## src/rtl/fetch_pkg.sv

```systemverilog
// Shared types and constants for the instruction fetch stage.
package fetch_pkg;

  typedef enum logic [1:0] {
    S_RESET = 2'd0,
    S_FETCH = 2'd1,
    S_HOLD  = 2'd2,
    S_FAULT = 2'd3
  } fetch_state_t;

  localparam logic [31:0] NOP_INSTR = 32'h0000_0013;
  localparam int unsigned PC_STEP   = 4;

endpackage

```

## src/rtl/fetch_skid_buffer.sv

```systemverilog
// One-entry {instr, pc} holding register used while decode is stalled.
module fetch_skid_buffer #(
  parameter int unsigned XLEN = 32
) (
  input  logic            clk,
  input  logic            rst,
  input  logic            load,
  input  logic            clear,
  input  logic [XLEN-1:0] in_instr,
  input  logic [XLEN-1:0] in_pc,
  output logic            valid,
  output logic [XLEN-1:0] instr,
  output logic [XLEN-1:0] pc
);

  // Entry register: clear dominates load.
  always_ff @(posedge clk) begin
    if (rst) begin
      valid <= 1'b0;
      instr <= {XLEN{1'b0}};
      pc    <= {XLEN{1'b0}};
    end else if (clear) begin
      valid <= 1'b0;
    end else if (load) begin
      valid <= 1'b1;
      instr <= in_instr;
      pc    <= in_pc;
    end
  end

endmodule

```

## src/rtl/fetch_controller.sv

```systemverilog
// Instruction fetch: drives the PC, handshakes with instruction memory and owns IF/ID.
module fetch_controller
  import fetch_pkg::*;
#(
  parameter int unsigned     XLEN     = 32,
  parameter logic [XLEN-1:0] RESET_PC = {XLEN{1'b0}},
  parameter int unsigned     TIMEOUT  = 64
) (
  input  logic            clk,
  input  logic            rst,
  input  logic [XLEN-1:0] pc,
  output logic [XLEN-1:0] next_pc,
  output logic            pc_write,
  output logic            imem_req,
  output logic [XLEN-1:0] imem_addr,
  input  logic            imem_ready,
  input  logic [XLEN-1:0] imem_rdata,
  input  logic            id_stall,
  input  logic            redirect_valid,
  input  logic [XLEN-1:0] redirect_target,
  output logic            if_valid,
  output logic [XLEN-1:0] if_instr,
  output logic [XLEN-1:0] if_pc,
  output logic            fetch_fault
);

  localparam int unsigned CW = $clog2(TIMEOUT);

  fetch_state_t    state, state_next;
  logic [CW-1:0]   wait_cnt, wait_next;
  logic            redirect_pending, pend_next;
  logic [XLEN-1:0] pending_target, pend_tgt_next;
  logic            valid_next, fault_next;
  logic [XLEN-1:0] instr_next, ifpc_next;
  logic            skid_load, skid_clear, skid_valid;
  logic [XLEN-1:0] skid_instr, skid_pc;
  logic [XLEN-1:0] redirect_aligned, pc_plus;

  assign imem_addr        = pc;
  assign redirect_aligned = {redirect_target[XLEN-1:2], 2'b00};
  assign pc_plus          = pc + XLEN'(PC_STEP);

  fetch_skid_buffer #(.XLEN(XLEN)) u_skid (
    .clk      (clk),
    .rst      (rst),
    .load     (skid_load),
    .clear    (skid_clear),
    .in_instr (imem_rdata),
    .in_pc    (pc),
    .valid    (skid_valid),
    .instr    (skid_instr),
    .pc       (skid_pc)
  );

  // Next-state and PC/memory controls; a redirect always beats a decode stall.
  always_comb begin
    state_next    = state;
    next_pc       = pc_plus;
    pc_write      = 1'b0;
    imem_req      = 1'b0;
    wait_next     = wait_cnt;
    pend_next     = redirect_pending;
    pend_tgt_next = pending_target;
    valid_next    = if_valid;
    instr_next    = if_instr;
    ifpc_next     = if_pc;
    fault_next    = fetch_fault;
    skid_load     = 1'b0;
    skid_clear    = 1'b0;
    if (rst) begin
      next_pc = RESET_PC;
    end else begin
      case (state)
        S_RESET: begin
          pc_write   = 1'b1;
          next_pc    = RESET_PC;
          state_next = S_FETCH;
        end
        S_FETCH: begin
          imem_req = 1'b1;
          if (!imem_ready) begin
            // Address must stay put until memory answers.
            pc_write  = 1'b0;
            wait_next = wait_cnt + CW'(1);
            if (redirect_valid) begin
              pend_next     = 1'b1;
              pend_tgt_next = redirect_aligned;
              valid_next    = 1'b0;
            end else if (!id_stall) begin
              valid_next = 1'b0;
            end else begin
              valid_next = if_valid;
            end
            if (wait_cnt == CW'(TIMEOUT - 1)) begin
              state_next = S_FAULT;
              fault_next = 1'b1;
            end else begin
              state_next = S_FETCH;
            end
          end else begin
            pc_write  = 1'b1;
            wait_next = {CW{1'b0}};
            if (redirect_valid || redirect_pending) begin
              next_pc    = redirect_valid ? redirect_aligned : pending_target;
              pend_next  = 1'b0;
              valid_next = 1'b0;
              instr_next = XLEN'(NOP_INSTR);
            end else if (!id_stall) begin
              valid_next = 1'b1;
              instr_next = imem_rdata;
              ifpc_next  = pc;
            end else begin
              skid_load  = 1'b1;
              state_next = S_HOLD;
            end
          end
        end
        S_HOLD: begin
          if (redirect_valid) begin
            pc_write   = 1'b1;
            next_pc    = redirect_aligned;
            skid_clear = 1'b1;
            valid_next = 1'b0;
            state_next = S_FETCH;
          end else if (!id_stall) begin
            skid_clear = 1'b1;
            valid_next = skid_valid;
            instr_next = skid_instr;
            ifpc_next  = skid_pc;
            state_next = S_FETCH;
          end else begin
            pc_write = 1'b0;
          end
        end
        S_FAULT: begin
          valid_next = 1'b0;
          fault_next = 1'b1;
        end
        default: begin
          state_next = S_RESET;
        end
      endcase
    end
  end

  // State, timeout counter, pending redirect and IF/ID registers.
  always_ff @(posedge clk) begin
    if (rst) begin
      state            <= S_RESET;
      wait_cnt         <= {CW{1'b0}};
      redirect_pending <= 1'b0;
      pending_target   <= {XLEN{1'b0}};
      if_valid         <= 1'b0;
      if_instr         <= XLEN'(NOP_INSTR);
      if_pc            <= {XLEN{1'b0}};
      fetch_fault      <= 1'b0;
    end else begin
      state            <= state_next;
      wait_cnt         <= wait_next;
      redirect_pending <= pend_next;
      pending_target   <= pend_tgt_next;
      if_valid         <= valid_next;
      if_instr         <= instr_next;
      if_pc            <= ifpc_next;
      fetch_fault      <= fault_next;
    end
  end

endmodule
```

## config.mk

```make
export PLATFORM = sky130hd
export DESIGN_NAME = fetch_controller
export DESIGN_NICKNAME = d
export VERILOG_FILES = /design/src/rtl/fetch_pkg.sv /design/src/rtl/fetch_skid_buffer.sv /design/src/rtl/fetch_controller.sv
export SDC_FILE = /design/constraint.sdc
export NUM_CORES = 1
export LEC_CHECK = 0
export ABC_AREA = 1
export CORE_UTILIZATION = 30
export DETAILED_ROUTE_END_ITERATION = 6
export HOLD_SLACK_MARGIN = 0.08
export PLACE_DENSITY = 0.52
export SYNTH_ARGS = -nofsm -noshare
export SYNTH_HDL_FRONTEND = slang
export SYNTH_HIERARCHICAL = 1
export SYNTH_SLANG_ARGS = --single-unit
```

## constraint.sdc

```tcl
create_clock -name clk -period 5 [get_ports clk]
set_clock_uncertainty 0.15 [all_clocks]
set_input_delay 1 -clock clk [delete_from_list [all_inputs] [get_ports clk]]
set_output_delay 1 -clock clk [all_outputs]
set_load 0.1 [all_outputs]
```

# Word level (Yosys, flattened, before mapping)
# Index checks and enable logic that the tools add are counted.
[totals]
register_bits = 172
input_bits = 101
output_inout_bits = 132
[classes]
n_reduce_logical = 16
mux = 55
bitwise_logic = 2
n_addsub = 2
eq_ne = 18
[op_table]
columns = ["op", "n"]
rows = [
  ["$mux W32", 15],
  ["$pmux W32 S2", 2],
  ["$pmux W32 S3", 1],
  ["$add A32 B3 Y32 const B", 1],
  ["$mux W1", 26],
  ["$ne A2 B2 Y1 const B", 7],
  ["$mux W2", 6],
  ["$ne A3 B3 Y1 const B", 4],
  ["$ne A4 B4 Y1 const B", 2],
  ["$reduce_and A4 Y1", 2],
  ["$add A6 B1 Y6 const B", 1],
  ["$eq A6 B6 Y1 const B", 1],
  ["$mux W6", 1],
  ["$pmux W1 S3", 2],
  ["$pmux W2 S3", 1],
  ["$reduce_and A3 Y1", 2],
  ["$reduce_and A6 Y1", 1],
  ["$reduce_bool A2 Y1", 3],
  ["$reduce_bool A3 Y1", 2],
  ["$reduce_and A5 Y1", 1],
  ["$eq A2 B2 Y1 const B", 2],
  ["$reduce_and A2 Y1", 2],
  ["$eq A2 B1 Y1 const B", 1],
  ["$logic_not A2 Y1", 1],
  ["other kinds (5)", 6],
]

# Depth between registers and ports, before layout
[depth]
depth_word = 6
mapped_depth = 11
mapped_depth_nobuf = 10

# Cells and area by module
# The synthesis kept the hierarchy.
[modules_own_cells]
columns = ["module", "cells_per_inst", "n_inst", "area_each_um2"]
rows = [
  ["fetch_controller", 1162, 1, 6887.9],
  ["fetch_skid_buffer", 416, 1, 2767.7],
]

# Worst setup path after synthesis
# No wires, ideal clock.
[synth_path]
path_type = "input -> output"
startpoint = "input redirect_valid"
endpoint = "output next_pc[5]"
arrival_ps = 3925
t_required_ps = 3850
cell_stages = 6
n_path_buf = 1
slack_ps = -75
path_cell_list = "buf_2 -> o21ai_0 -> nand2_1 -> nor2_4 -> inv_2 -> o21ai_0"
[synth_between]
elab_chain_len = 5
elab_cells_between_ends = 7
classes_between = "6 x mux; 1 x reduce/logical"
[synth_lines]
columns = ["item", "line", "text"]
rows = [
  ["start, declared", "fetch_controller.sv:19", "input logic redirect_valid,"],
  ["$mux W32 / $logic_or A1 B1 Y1 (equally long branches)", "n/a", ""],
  ["$mux W32", "fetch_controller.sv:103", "if (redirect_valid || redirect_pending) begin"],
  ["$mux W32", "fetch_controller.sv:81", "if (!imem_ready) begin"],
  ["$pmux W32 S3 *", "fetch_controller.sv:73", "case (state)"],
  ["$mux W32 *", "fetch_controller.sv:70", "if (rst) begin"],
  ["end, declared", "fetch_controller.sv:12", "output logic [XLEN-1:0] next_pc,"],
]
# Mark *: on every way between the ends. The rest lies on a longest branch, timed or not.

# Final worst setup path
[layout_path]
startpoint = "register state[1]"
endpoint = "output next_pc[10]"
[layout_between]
elab_chain_len = 3
elab_cells_between_ends = 5
classes_between = "2 x eq/ne; 2 x mux; 1 x reduce/logical"
[layout_lines]
columns = ["item", "line", "text"]
rows = [
  ["start, declared", "fetch_controller.sv:29", "fetch_state_t state, state_next;"],
  ["start signal, assigned", "fetch_controller.sv:158", "state <= state_next;"],
  ["$eq A2 B2 Y1, or another cell as far along", "fetch_controller.sv:73", ""],
  ["$pmux W32 S3 *", "fetch_controller.sv:73", ""],
  ["$mux W32 *", "fetch_controller.sv:70", ""],
]
# Marks and branches as above.

==> results.toml <==
[sta]
relSlewSlack_pct = 18.5
tightest_slew_ps = 1220
tns_ps = 0
rsz0062_at_grt = "false"
finalWorstSetupSlack_ps = 273
drv_slew = 0
hold_viol_final = 0
max_freq_ghz = 0.212
post-route-period-util_pct = 94.5
whs_ps = 302
min_period_ps = 4730
finalSetupViolCount = 0

[clock_tree]
numCtsBuffers = 17
clock_path_buffers = 2
holdBufCountCts = 0
cts_setup_buffers = 0
cts_tree = "built"
insertion_delay_ps = 440
h-tree-depth = 4
post_cts_resized = 0
root_buffer = "clkbuf_16"
clkTransAtPathRegs_ps = 90
clock_sinks = 172

[setup_path]
criticalPathCategory = "reg2out"
crit_fanout = 35
cp_top_family = "simple AND/OR/NAND/NOR gates"
cp_common_cell = "inv_2"
slowest_delay_ps = 520
worstPathCellList = "inv_2 > nand2_1 > nor2_4 > nand2_2 > inv_2 > nor2_4 > inv_2 > a21oi_1 > o21ai_0 > nand2_1 > buf_12"
cp.required_ps = 3850
critPathCaptureType = "output port"
slowest_stage = "nand2_1"
critical_path_buf_inv_count = 4
startpoint_type = "flop"
arrival_ps = 3580

[die]
die_area_um2 = 32900
io_pins = 233
placement_rows = 65
die_h_um = 181
start_util_pct = 30.5
core-area_um2 = 31600
die_w_um = 181

[drt]
drt-met1-wl_um = 15800
first_iter_violations = 754
drc = 0
dr_wl_met2_um = 16300
avgRoutedWirePerCell_um = 16.1
routed_wl_um = 34500
viasPerCell = 4.79
wl_met3_um = 1810
top_layer = "met5"
ant_nets = 0
drt_pass1_iterations = 5
num_vias = 10300

[hold_path]
hold_class = "reg2reg"

[outcome]
status = "finished clean"

[final_layout]
area_delta_synth_final_pct = 32.1
final_nets = 1827
drive_gt1_share_pct = 8.18
fillers = 3358
final_area_um2 = 12800

[synth]
yosys.area_share.adder_pct = 0.259
ys_types = 37
syn_inst = 1578
ys_seq_area_share_pct = 35.7
yosysWarnings = 6
ys_seq_elements = 172
yosys.area_share.simple_pct = 35.2
synth_top_family_by_area = "simple AND/OR/NAND/NOR gates"
synthXorXnorAreaFrac_pct = 0.363
synth_nets = 1681
synth_area_um2 = 9660
synth_mux_area_share_pct = 0
synth.avg_cell_area_um2 = 6.12
synth_compound_area_share_pct = 15.4

[grt]
grt_usage_pct = 20.8
grt-ovfl-total = 0
antenna_found_initial = 2
grt_pass1_vias = 9193
grt_pass1_wl_um = 53200
grt_max_degree = 110

[place]
portBuffers = 230
placed_area_um2 = 12100
post-place-ws_ps = 491
gp_congestion = 0.886
dp_hpwl_um = 23600

[power]
powerDensity_nw_per_um2 = 326
vdd_drop_max_uv = 223
p_leak_nw = 5.30

[run]
max_cap_viol_count = 0
per-layer routing:
| layer | GRT usage, % | vias up |
|---|---|---|
| li1 | - | 5241 |
| met1 | 27.7 | 4704 |
| met2 | 34.4 | 280 |
| met3 | 3.89 | 33 |
| met4 | 5.63 | 2 |
| met5 | 0 | - |
state kept, by name, summed over array words and instances, names as in the netlist:
| signal | cells |
|---|---|
| if_instr | 32 |
| if_pc | 32 |
| pending_target | 32 |
| u_skid/instr | 32 |
| u_skid/pc | 32 |
| wait_cnt | 6 |
| state | 2 |
| fetch_fault | 1 |
| if_valid | 1 |
| redirect_pending | 1 |
| u_skid/valid | 1 |
power by group:
group          internal [W]  switching [W]
clock              0.000696       0.000726
sequential          0.00144      0.0000335
combinational      0.000337       0.000928
total               0.00247        0.00169
final timing paths:
| check | endpoint | cells after the start | start | slack, ps |
|---|---|---|---|---|
| max | next_pc[10] | 11 | state[1]$_SDFFE_PP0P_ | 270 |
| min | pending_target[13]$_SDFFE_PP0P_ | 2 | pending_target[13]$_SDFFE_PP0P_ | 300 |
| max reg2reg | if_pc[23]$_SDFFE_PP0P_ | 10 | state[1]$_SDFFE_PP0P_ | 1110 |
| min reg2reg | pending_target[13]$_SDFFE_PP0P_ | 2 | pending_target[13]$_SDFFE_PP0P_ | 300 |
cell usage in the layout (no fill, tap or decap), types with 2 or more instances in the layout:
cell type | netlist | routed
inv_6 | 0 | 2
nand2_1 | 448 | 448
inv_12 | 0 | 4
nand4_1 | 8 | 8
o21ai_1 | 9 | 13
o21a_1 | 3 | 3
o21ai_0 | 182 | 178
clkinv_4 | 0 | 2
or2_2 | 2 | 2
dfxtp_1 | 172 | 172
clkinv_8 | 0 | 5
inv_8 | 0 | 2
nor2_4 | 3 | 4
a221oi_1 | 2 | 2
o22ai_1 | 3 | 3
buf_4 | 38 | 52
ha_1 | 2 | 2
buf_2 | 26 | 2
nor3_1 | 9 | 8
inv_2 | 8 | 9
xor2_1 | 3 | 3
clkdlybuf4s50_1 | 0 | 162
inv_1 | 140 | 140
nand2_2 | 4 | 4
nand3_1 | 116 | 116
a21oi_1 | 77 | 77
nor2_1 | 248 | 248
buf_12 | 0 | 32
o211ai_1 | 2 | 2
clkbuf_16 | 0 | 17
o21bai_1 | 5 | 5
per-stage QoR:
stage,cells,utilization (%),power [W]
final,2140,40.3,0.00416
after global routing,2140,40.3,0.00434
after CTS,2139,40.3,0.00420
after detailed placement,2107,38.3,0.00278
after global placement,2107,38.3,0.00277
after floorplan,1578,-,0.00239
tightest hold or removal path: stages, from the launching register on:
cell and delay, ps:
dfxtp_1 300, inv_1 50, a21oi_1 50
layout make-up:
cell class	instances	area, um2	share of cell area [%]
Sequential cell	172	3440	27.0
Inverter	150	564	4.42
Timing Repair Buffer	248	2660	20.9
Multi-Input combinational cell	1135	4950	38.8
Antenna cell	1	2.50	0.0196
Clock buffer	17	425	3.34
Tap cell	402	503	3.94
Clock inverter	15	204	1.60
cell usage after synthesis:
library cell,n,area [um2]
nand4_1,8,50.1
o221ai_1,1,8.76
xor2_1,3,26.3
nor2_2,2,12.5
nor2_4,3,33.8
clkbuf_2,3,15.0
clkbuf_1,36,135
nand2_1,448,1680
buf_2,26,130
buf_1,8,30.0
nor2_1,248,931
nand2_2,4,25.0
o21a_1,3,22.5
or2_2,2,12.5
nand3_1,116,581
a21oi_4,1,16.3
o21ai_0,182,911
nor4_1,1,6.26
buf_6,10,113
o22ai_1,3,18.8
dfxtp_1,172,3440
ha_1,2,25.0
nand2_4,1,11.3
and2_1,1,6.26
inv_2,8,30.0
o21ai_1,9,45.0
inv_1,140,526
a221oi_1,2,17.5
o211ai_1,2,15.0
xnor2_1,1,8.76
clkinv_1,1,3.75
buf_4,38,285
a21oi_1,77,385
o21bai_1,5,37.5
clkinv_2,1,5.00
a31oi_1,1,6.26
nor3_1,9,45.0
kinds of logic (layout without fill, tap and decap cells):
kind of cell             Yosys count  count (layout)
AO/OA/AOI/OAI                    286             286
XOR/XNOR                           4               4
adder cells (fa/ha/maj)            2               2
buffers and inverters            271             430
flip-flops                       172             172
other                              0               1
AND/OR/NAND/NOR                  843             843
Note: power is estimated with default switching activity, not from simulation.
